--- src/rtl/ahb_gpio_debounce_pkg.sv ---
// rtl/ahb_gpio_debounce_pkg.sv - register map and reset constants for the pin debouncer
package ahb_gpio_debounce_pkg;

  // Word offsets as seen on HADDR[4:2]
  localparam logic [2:0] CLEAN_OFF    = 3'd0;
  localparam logic [2:0] DB_LIMIT_OFF = 3'd1;
  localparam logic [2:0] STATUS_OFF   = 3'd2;
  localparam logic [2:0] RISE_EN_OFF  = 3'd3;
  localparam logic [2:0] FALL_EN_OFF  = 3'd4;

  localparam int DB_LIMIT_RST = 32'h0000_03E8;

endpackage

--- src/rtl/gpio_db_bit.sv ---
// rtl/gpio_db_bit.sv - one pin: two-flop synchronizer, debounce counter and clean flop
module gpio_db_bit #(
  parameter int CNT_W = 16
) (
  input  logic             clk,
  input  logic             rst_n,
  input  logic             pin,
  input  logic [CNT_W-1:0] limit,
  output logic             clean,
  output logic             rise,
  output logic             fall
);

  logic             sync1;
  logic             sync2;
  logic [CNT_W-1:0] cnt;
  logic             update;

  // Pulses are combinational so STATUS latches on the same edge as clean
  assign update = (sync2 != clean) && (cnt >= limit);
  assign rise   = update & sync2;
  assign fall   = update & ~sync2;

  always_ff @(posedge clk or negedge rst_n) begin
    if (!rst_n) begin
      sync1 <= 1'b0;
      sync2 <= 1'b0;
      clean <= 1'b0;
      cnt   <= '0;
    end else begin
      sync1 <= pin;
      sync2 <= sync1;
      if (sync2 == clean) begin
        cnt <= '0;
      end else if (update) begin
        clean <= sync2;
        cnt   <= '0;
      end else begin
        cnt <= cnt + CNT_W'(1);
      end
    end
  end

endmodule

--- src/rtl/ahb_gpio_debounce.sv ---
// rtl/ahb_gpio_debounce.sv - AHB-Lite slave conditioning raw pins with edge interrupts
module ahb_gpio_debounce
  import ahb_gpio_debounce_pkg::*;
#(
  parameter int WIDTH = 16,
  parameter int CNT_W = 16
) (
  input  logic             HCLK,
  input  logic             HRESETn,
  input  logic             HSEL,
  input  logic [31:0]      HADDR,
  input  logic [1:0]       HTRANS,
  input  logic             HWRITE,
  input  logic             HREADY,
  output logic             HREADYOUT,
  input  logic [31:0]      HWDATA,
  output logic [31:0]      HRDATA,
  input  logic [WIDTH-1:0] PIN_IN,
  output logic [WIDTH-1:0] PIN_CLEAN,
  output logic             IRQ
);

  logic             valid_q;
  logic             write_q;
  logic [2:0]       addr_q;
  logic             wr_en;
  logic [CNT_W-1:0] db_limit;
  logic [WIDTH-1:0] status;
  logic [WIDTH-1:0] rise_en;
  logic [WIDTH-1:0] fall_en;
  logic [WIDTH-1:0] rise;
  logic [WIDTH-1:0] fall;
  logic [WIDTH-1:0] status_set;
  logic [WIDTH-1:0] status_clr;
  logic [31:0]      rdata;
  logic             unused_bits;

  assign unused_bits = ^{HADDR[31:5], HADDR[1:0], HTRANS[0], HWDATA};

  for (genvar i = 0; i < WIDTH; i++) begin : g_pin
    gpio_db_bit #(.CNT_W(CNT_W)) u_bit (
      .clk   (HCLK),
      .rst_n (HRESETn),
      .pin   (PIN_IN[i]),
      .limit (db_limit),
      .clean (PIN_CLEAN[i]),
      .rise  (rise[i]),
      .fall  (fall[i])
    );
  end

  always_ff @(posedge HCLK or negedge HRESETn) begin
    if (!HRESETn) begin
      valid_q <= 1'b0;
      write_q <= 1'b0;
      addr_q  <= '0;
    end else if (HREADY) begin
      valid_q <= HSEL & HTRANS[1];
      if (HSEL && HTRANS[1]) begin
        write_q <= HWRITE;
        addr_q  <= HADDR[4:2];
      end
    end
  end

  assign wr_en      = valid_q & write_q;
  assign status_set = (rise & rise_en) | (fall & fall_en);
  assign status_clr = (wr_en && addr_q == STATUS_OFF) ? HWDATA[WIDTH-1:0] : '0;

  always_ff @(posedge HCLK or negedge HRESETn) begin
    if (!HRESETn) begin
      db_limit <= CNT_W'(DB_LIMIT_RST);
      status   <= '0;
      rise_en  <= '0;
      fall_en  <= '0;
    end else begin
      if (wr_en && addr_q == DB_LIMIT_OFF) db_limit <= HWDATA[CNT_W-1:0];
      if (wr_en && addr_q == RISE_EN_OFF)  rise_en  <= HWDATA[WIDTH-1:0];
      if (wr_en && addr_q == FALL_EN_OFF)  fall_en  <= HWDATA[WIDTH-1:0];
      // A new edge outranks a simultaneous write-1-to-clear
      status <= (status & ~status_clr) | status_set;
    end
  end

  always_comb begin
    rdata = '0;
    if (valid_q && !write_q) begin
      case (addr_q)
        CLEAN_OFF:    rdata = 32'(PIN_CLEAN);
        DB_LIMIT_OFF: rdata = 32'(db_limit);
        STATUS_OFF:   rdata = 32'(status);
        RISE_EN_OFF:  rdata = 32'(rise_en);
        FALL_EN_OFF:  rdata = 32'(fall_en);
        default:      rdata = '0;
      endcase
    end
  end

  assign HRDATA    = rdata;
  assign HREADYOUT = 1'b1;
  assign IRQ       = |status;

endmodule

--- config.mk ---
export PLATFORM = sky130hd
export DESIGN_NAME = ahb_gpio_debounce
export DESIGN_NICKNAME = d
export VERILOG_FILES = /design/src/rtl/ahb_gpio_debounce_pkg.sv /design/src/rtl/gpio_db_bit.sv /design/src/rtl/ahb_gpio_debounce.sv
export SDC_FILE = /design/constraint.sdc
export NUM_CORES = 1
export LEC_CHECK = 0
export ABC_CLOCK_PERIOD_IN_PS = 2820
export BUFFER_PORTS_ARGS = -buffer_cell sky130_fd_sc_hd__clkbuf_2
export CAP_MARGIN = 5
export CORE_ASPECT_RATIO = 0.5
export CORE_UTILIZATION = 56
export CTS_CLUSTER_DIAMETER = 30
export DETAILED_ROUTE_END_ITERATION = 8
export GPL_ROUTABILITY_DRIVEN = 0
export PLACE_DENSITY_LB_ADDON = 0.2
export SYNTH_ARGS = -nofsm -noshare
export SYNTH_HDL_FRONTEND = slang
export SYNTH_SLANG_ARGS = --single-unit
--- constraint.sdc ---
create_clock -name HCLK -period 2.82 [get_ports HCLK]
set_clock_uncertainty 0.05 [all_clocks]
set_input_delay 0.282 -clock HCLK [delete_from_list [all_inputs] [get_ports HCLK]]
set_output_delay 0.282 -clock HCLK [all_outputs]
set_load 0.1 [all_outputs]
==> flow_summary.ini, run 1 <==
[status]
outcome = complete, but fails checks
violations = design-rule violations

[synth]
synth_flop_cell = dfrtp_1
yosys-top-cells-count = 367 x dfrtp_1, 289 x nor2_1, 272 x ha_1
syn_area_per_cell_um2 = 10.1
netlist_area_um2 = 23000
yosysWarnings = 0
synthCells = 2266
ys_top_cells_by_area = dfrtp_1 40%, ha_1 15%, xor2_1 5.2%
synth_top_cell_by_area = dfrtp_1
synth-edff-count = 0
synth_top_area_share_pct = 40.0
synth-seq-area-share_pct = 40.7
synth_cell_types = 62
yosysMostFrequentCell = dfrtp_1
synth-async-reset-ratio_pct = 100
ys_ff_latch = 373

[global_routing]
grt_pass1_vias = 17800
track_usage_pct = 28.7
grt-ovfl-total = 0
grt_max_degree = 76
grt_pass1_wl_um = 95000
antenna_found_initial = 0

[worst_setup_path]
critPathKind = flop to flop
crit_path_frequent_cell = buf_4
crit_path_end_kind = flop
required_ns = 3.29
r2r_end = g_pin[4].u_bit.cnt[3]
cp_max_fo = 7
r2r-start = db_limit[9]
path_buf_inv = 4
critPathTopFamily = simple AND/OR/NAND/NOR gates
r2r_setup_slack_ns = 0.09
crit_slowest_cell = or4b_4
crit_path_start_kind = flop
max_stage_delay_ns = 0.57
crit_chain = inv_2 -> buf_4 -> buf_4 -> ha_1 -> and4_4 -> o211ai_1 -> a31oi_1 -> or4b_4 -> buf_4 -> nor2_1
ff2ff_path_depth = 10
arrival_ns = 3.20

[cts]
clock_latency_ns = 0.59
cts_num_sinks = 373
path_clk_slew_ns = 0.05
clockBufferDepth = 3
cts_max_level = 2
cts_tree = done
cts_root_buffer = clkbuf_16
cts_made_buffers = 59

[floorplanning]
start_util_pct = 56.8
row_count = 52
die_area_um2 = 41900
ioPinCount = 137
die_height_um = 145
core_um2 = 40400
die_x_um = 288

[layout]
diodes = 0
drive_gt1_share_pct = 16.5
finish.net_count = 2828
syn2layout_area_growth_pct = 19.0
finalInstanceArea_um2 = 27300

[routing]
drt-initial-drc-count = 1097
first_pass_iters = 7
routed_via_density = 5.82
drc = 3
routed_wirelength_um = 58600
wl_per_cell_um = 19.2
final_antenna_net_count = 0
via_count = 17800

[pwr]
power_density_nw_per_um2 = 914
power_w = 0.0250
cellLeakagePower_nw = 12.4
ir_drop_mv = 0.568

[job]
cap_violations = 0

[min_path]
min_path_cells = 3
hp-start = HTRANS[1]
holdPathEnd = valid_q
min_path_type = input port to flop

[timing]
min_period_over_period_pct = 96.9
slew_viol_final = 0
setup-tns-final_ns = 0
hold_viol_final = 0
worst_pin_slew_ns = 0.672
setup_violations = 0
max_freq_mhz = 366
fin_crit_ns = 2.73
max_slew_margin_pct = 54.8

[placement]
port_buffers = 73
post_dp_cell_area_um2 = 24700
dp_hpwl_um = 39600
-- worst reg2reg max path, cell delays in order, from the launching register on --
cell      delay, ns
dfstp_2        0.54
inv_2          0.06
buf_4          0.17
buf_4          0.18
ha_1           0.32
and4_4         0.22
o211ai_1       0.11
a31oi_1        0.16
or4b_4         0.57
buf_4          0.18
nor2_1         0.10
-- area by class of cell --
cell class	count	area (µm²)
Multi-Input combinational cell	1749	12900
Sequential cell	373	9350
Clock buffer	74	1620
Timing Repair Buffer	202	1900
Tap cell	540	676
Inverter	84	315
Clock inverter	35	524
Fill cell	3043	13100
-- kinds of logic (layout without fill, tap and decap cells) --
| kind of cell | after synthesis | after routing | share of synthesized area [%] |
|---|---|---|---|
| AND/OR/NAND/NOR | 873 | 873 | 19.6 |
| flip-flops | 373 | 373 | 40.7 |
| adder cells (fa/ha/maj) | 272 | 272 | 14.8 |
| AO/OA/AOI/OAI | 263 | 263 | 8.12 |
| XOR/XNOR | 240 | 240 | 9.15 |
| buffers and inverters | 159 | 395 | 3.51 |
| multiplexers | 84 | 84 | 4.12 |
| other | 2 | 17 | 0.0327 |
-- worst max path at each step --
stage,startpoint,endpoint,cells after the start
global route,db_limit[9],g_pin[6].u_bit.clean,10
finish,db_limit[9],g_pin[4].u_bit.cnt[3],10
global placement,db_limit[9],g_pin[4].u_bit.clean,9
floorplan,db_limit[9],g_pin[13].u_bit.cnt[7],9
CTS,addr_q[0],HRDATA[4],7
detailed placement,db_limit[9],g_pin[4].u_bit.clean,9
-- sequential cells by signal, summed over array words and instances (netlist names) --
name               count
addr_q                 3
db_limit              16
fall_en               16
g_pin.u_bit.clean     16
g_pin.u_bit.cnt      256
g_pin.u_bit.sync1     16
g_pin.u_bit.sync2     16
rise_en               16
status                16
valid_q                1
write_q                1
-- layer usage --
| layer | track usage [%] | vias up | share of wire (%) |
|---|---|---|---|
| met5 | 0 | - | 0 |
| met4 | 9.55 | 0 | 3.2 |
| met3 | 4.25 | 131 | 4.6 |
| met2 | 46.9 | 393 | 47 |
| met1 | 39.2 | 8745 | 45 |
| li1 | - | 8519 | - |
-- layout by cell type, fill, tap and decap left out, types with 70 or more instances in the layout --
master,instances
inv_1,82
buf_4,70
nand2_1,122
xnor2_1,104
nand3_1,132
ha_1,272
nand4_1,72
mux2_2,84
nor2_1,289
dfrtp_1,365
xor2_1,136
-- where the power goes --
part	switching [W]	leakage, nW	total (W)	internal, W
clock	0.00270	1.03	0.00787	0.00517
sequential	0.00100	4.88	0.00720	0.00620
combinational	0.00613	6.51	0.00990	0.00377
-- repair_timing --
action                                  CTS  global route
endpoints found under the setup margin   17            83
hold buffers                             38             0
cloned                                    0             2
pin swaps                                 0             2
endpoints found under the hold margin   150             0
resized for setup                        10            16
buffers inserted                          0             2
-- through the flow --
stage                     util, %  hold WS (ns)  cells  setup WS (ns)
final                        67.6         0.132   3057         0.0860
after global routing         67.6         0.155   3057        -0.0533
after CTS                    67.4        0.0780   3053        0.00552
after detailed placement     61.1         0.253   2906        -0.0244
after global placement       61.1         0.251   2906         0.0437
after floorplan                 -       -0.0636   2281          0.181
No activity file was read; power rests on OpenSTA's default activity.
==> run 2: changes to the inputs <==
Settings changed: CORE_MARGIN set to 5.
==> run 2 against run 1 <==
  * The flow now finishes without violations
  * Sequential share of layout area rose by 0.16 points
  * First-iteration DRC count fell by 3.6%
  * Highest routed layer unchanged
  * Combinational power barely moved
  * Flip-flop and latch count did not move
  * Critical endpoint is now g_pin[13].u_bit.cnt[14]
  * Clock-buffer cell count fell by 10
  * Cell area fell by 0.51%
  * Setup slack got worse by 0.023 ns
==> flow_summary.ini, run 2 (synthesized netlist as in run 1, its figures left out) <==
[layout]
finalInstanceArea_um2 = 27200
postLayoutCoreUtil_pct = 67.2
syn2layout_area_growth_pct = 18.4
instances_no_fill = 3064
drive_gt1_share_pct = 16.6
finish.net_count = 2836
largest_reg_flops = 256
layout_commonest_cell = dfrtp_1
layout_common_cells = 367 x dfrtp_1, 288 x nor2_1, 271 x ha_1, 136 x xor2_1, 132 x nand3_1
regMostFlops = g_pin.u_bit.cnt

[global_routing]
grt_pass1_wl_um = 95500
track_usage_pct = 26.0
grt-ovfl-total = 0
grt_max_degree = 89
grt_pass1_vias = 18000
antenna_found_initial = 1

[floorplanning]
die_x_um = 296
die_area_um2 = 45400
start_util_pct = 56.7
die_height_um = 153
ioPinCount = 137
row_count = 52
core_um2 = 40500

[routing]
wl_met1_um = 26200
drc = 0
highest_layer = met4
wl_met3_um = 2820
wl_met2_um = 27800
drt-initial-drc-count = 1058
wl_per_cell_um = 19.1
final_antenna_net_count = 0
routed_via_density = 5.81
via_count = 17800
routed_wirelength_um = 58600
first_pass_iters = 5

[pwr]
cellLeakagePower_nw = 12.3
ir_drop_mv = 0.564
p_sw_w = 0.00994
internal_power_w = 0.0143
pwr-share-clk_pct = 29.6
power_density_nw_per_um2 = 893
comb_power_share_pct = 40.7
swShare_pct = 41.0
seqPwrFrac_pct = 29.7

[timing]
max_slew_margin_pct = 50.2
fin_ws_ns = 0.0629
fin_crit_ns = 2.76
slew_viol_final = 0
hold_viol_final = 0
setup_violations = 0
rsz0062_at_grt = yes
worst_pin_slew_ns = 0.746
max_freq_mhz = 363
min_period_over_period_pct = 97.8

[placement]
port_buffers = 73
dp_slack_ns = -0.0174
dp_hpwl_um = 40300
post_dp_cell_area_um2 = 24700
place_inst = 2916

[worst_setup_path]
cp_max_fo = 7
critPathKind = flop to flop
arrival_ns = 3.22
crit_path_start_kind = flop
required_ns = 3.28
crit_path_end_kind = flop

[cts]
cts_made_buffers = 55
cts_max_level = 2
clock_latency_ns = 0.59
path_clk_slew_ns = 0.06
clockBufferDepth = 3
cts_num_sinks = 373
cts_tree = done
cts_root_buffer = clkbuf_16

[status]
outcome = complete, no violations

[job]
cap_violations = 0

[min_path]
min_path_type = input port to flop
-- run 2: cell types whose count changed in the layout (fill, tap and decap cells not counted), sizes merged --
cell and change:
buf +12, clkinvlp +1, diode +1, clkinv +2
inv +7, clkbuf -10, bufinv -6
-- run 2: critical path, stage by stage, from the launching register on --
cell and delay, ns:
dfstp_2 0.56, clkinvlp_4 0.13, buf_4 0.18, ha_1 0.31
and4_4 0.21, nor2b_1 0.12, a211o_1 0.30, or4b_1 0.50
buf_4 0.23, nor2_4 0.11
-- run 2: worst paths after layout --
kind,start,to,slack [ns],cells after the start
max,db_limit[9],g_pin[13].u_bit.cnt[14],0.06,9
min,HTRANS[1],valid_q,0.09,3
max reg2reg,db_limit[9],g_pin[13].u_bit.cnt[14],0.06,9
min reg2reg,g_pin[12].u_bit.sync1,g_pin[12].u_bit.sync2,0.29,0
max in group asynchronous,HRESETn,db_limit[7],1.65,3
min in group asynchronous,HRESETn,g_pin[8].u_bit.cnt[6],0.29,2
-- run 2: per-stage QoR --
step                      TNS (ns)  hold slack (ns)  power [W]
final                            0           0.0874     0.0243
after global routing       -0.0398           0.0894     0.0256
after CTS                        0           0.0664     0.0242
after detailed placement   -0.0174            0.286     0.0169
after global placement           0            0.281     0.0166
after floorplan                  0          -0.0636     0.0137
-- run 2: timing repair --
action	4_1_cts	5_1_grt
hold buffers	38	0
hold endpoints to repair	159	0
setup endpoints to repair	17	58
resized for setup	3	17
setup buffers	0	6
pin swaps	0	3
-- run 2: layout make-up --
type / instances / area (µm²)
Antenna cell: 1 / 2.50
Clock buffer: 64 / 1460
Clock inverter: 39 / 472
Fill cell: 3121 / 13300
Inverter: 84 / 323
Multi-Input combinational cell: 1749 / 12900
Sequential cell: 373 / 9340
Tap cell: 540 / 676
Timing Repair Buffer: 214 / 1970
-- run 2: per-layer routing --
layer,vias to the layer above,global-route usage [%]
li1,8541,-
met1,8732,35.4
met2,406,43.4
met3,135,3.67
met4,0,7.90
met5,-,0
-- run 2: power groups by stage --
stage | sequential (W) | clock, W | combinational (W)
finish | 0.00721 | 0.00718 | 0.00988
global route | 0.00731 | 0.00755 | 0.0108
floorplan | 0.00694 | 0 | 0.00672
global placement | 0.00722 | 0 | 0.00938
CTS | 0.00718 | 0.00726 | 0.00974
detailed placement | 0.00726 | 0 | 0.00962
==> run 3: changes to the inputs <==
Settings changed: CTS_BUF_LIST set to sky130_fd_sc_hd__clkbuf_16, GPL_ROUTABILITY_DRIVEN 0 to 1, HOLD_SLACK_MARGIN set to 0.02.
==> run 3 against run 2 <==
  * Via count decreased by 0.15%
  * Largest power group unchanged
  * Worst hold slack about the same
  * Power decreased by 0.26%
  * Flip-flop and latch count did not move
  * Critical path depth unchanged
  * Sequential share of layout area barely moved
  * Setup slack worse by 0.0013 ns
  * Die area did not move
  * Non-clock buffer count unchanged
  * Final cell count unchanged
  * Sequential power hardly changed
  * Fmax about the same
==> flow_summary.ini, run 3 (synthesized netlist as in run 1, its figures left out) <==
[worst_setup_path]
crit_path_start_kind = flop
critPathKind = flop to flop
crit_chain = clkinvlp_4 -> buf_4 -> ha_1 -> and4_4 -> nor2b_1 -> a211o_1 -> or4b_1 -> buf_4 -> nor2_4
required_ns = 3.28
crit_path_end_kind = flop
max_stage_delay_ns = 0.56
cp_max_fo = 7
crit_path_frequent_cell = buf_4
arrival_ns = 3.22
crit_slowest_cell = dfstp_2

[floorplanning]
core_um2 = 40500
die_x_um = 296
start_util_pct = 56.7
row_count = 52
die_height_um = 153
ioPinCount = 137
die_area_um2 = 45400

[routing]
wl_per_cell_um = 19.1
first_pass_iters = 5
drc = 0
routed_via_density = 5.81
routed_wirelength_um = 58500
drt-initial-drc-count = 1060
final_antenna_net_count = 0
via_count = 17800

[placement]
dp_hpwl_um = 40300
place_inst = 2916
gp_congestion = 0.878
post_dp_cell_area_um2 = 24700
port_buffers = 73

[global_routing]
grt-busiest-layer = met2
grt_max_degree = 89
grt_pass1_wl_um = 95400
grt-ovfl-total = 0
gr-usage-met2_pct = 43.3
use_met1_pct = 35.4
grt_pass1_vias = 18000
use_met3_pct = 3.67
track_usage_pct = 25.9
antenna_found_initial = 1

[min_path]
min_path_type = input port to flop

[layout]
layout_common_cells = 367 x dfrtp_1, 288 x nor2_1, 271 x ha_1, 136 x xor2_1, 132 x nand3_1
finish.net_count = 2836
regMostFlops = g_pin.u_bit.cnt
instances_no_fill = 3064
syn2layout_area_growth_pct = 18.3
largest_reg_flops = 256
drive_gt1_share_pct = 16.6
layout_commonest_cell = dfrtp_1
finalInstanceArea_um2 = 27200

[timing]
setup_violations = 0
max_slew_margin_pct = 50.7
worst_pin_slew_ns = 0.739
slew_viol_final = 0
min_period_over_period_pct = 97.8
rsz0062_at_grt = yes
hold_viol_final = 0
fin_crit_ns = 2.76
max_freq_mhz = 363
setup-tns-final_ns = 0

[cts]
clockBufferDepth = 3
cts_num_sinks = 373
cts_made_buffers = 55
path_clk_slew_ns = 0.06
cts_root_buffer = clkbuf_16
cts_tree = done
cts_max_level = 2
clock_latency_ns = 0.59

[pwr]
cellLeakagePower_nw = 12.4
ir_drop_mv = 0.565
power_density_nw_per_um2 = 891

[job]
cap_violations = 0

[status]
outcome = complete, no violations
## run 3: area by class of cell
| type | count | area (µm²) |
|---|---|---|
| diodes | 1 | 2.50 |
| clock buffers | 57 | 1430 |
| clock inverters | 46 | 498 |
| fillers | 3124 | 13300 |
| inverters | 84 | 323 |
| multi-input cells | 1749 | 12900 |
| flip-flops and latches | 373 | 9340 |
| well taps | 540 | 676 |
| repair buffers | 214 | 1970 |
## run 3: worst paths after layout
path / cells past startpoint / startpoint / slack (ns) / to
max in group asynchronous: 3 / HRESETn / 1.65 / db_limit[7]
worst min-delay path: 3 / HTRANS[1] / 0.09 / valid_q
min in group asynchronous: 2 / HRESETn / 0.29 / g_pin[8].u_bit.cnt[6]
worst min register to register: 0 / g_pin[12].u_bit.sync1 / 0.29 / g_pin[12].u_bit.sync2
worst max register to register: 9 / db_limit[9] / 0.06 / g_pin[13].u_bit.cnt[8]
worst max-delay path: 9 / db_limit[9] / 0.06 / g_pin[13].u_bit.cnt[8]
## run 3: metal layers
layer  vias up  part of all wire, %
met5         -                    0
met4         0                  3.0
met3       137                  4.8
met2       406                   47
met1      8705                   45
li1       8539                    -
## run 3: timing repair
action / CTS / global route
setup endpoints to repair: 17 / 58
hold buffers: 38 / 0
gates resized for setup: 3 / 17
hold endpoints to repair: 159 / 0
setup buffers: 0 / 6
pin swaps: 0 / 3
## run 3: report_power, final
group / total, W / switching [W] / internal, W
logic: 0.00988 / 0.00611 / 0.00377
registers: 0.00721 / 0.00102 / 0.00619
clock network: 0.00712 / 0.00281 / 0.00431
## run 3: worst max-delay path: cells and delay by family, from the launching register on
kind                       cells  cell delay [ns]
AOI/OAI and AO/OA              1             0.30
adders and majority gates      1             0.31
buffers and inverters          3             0.54
DFF                            1             0.56
and+or+nand+nor                4             0.94
## run 3: metrics by stage
| step | utilization [%] | setup slack, ns | hold WS, ns | total power [W] |
|---|---|---|---|---|
| 2_1_floorplan | - | 0.181 | -0.0636 | 0.0137 |
| 3_3_place_gp | 61.1 | 0.0663 | 0.281 | 0.0166 |
| 3_5_place_dp | 61.1 | -0.0174 | 0.286 | 0.0169 |
| 4_1_cts | 66.9 | 0.00723 | 0.0663 | 0.0241 |
| 5_1_grt | 67.1 | -0.0116 | 0.0891 | 0.0256 |
| 6_report | 67.1 | 0.0616 | 0.0871 | 0.0242 |
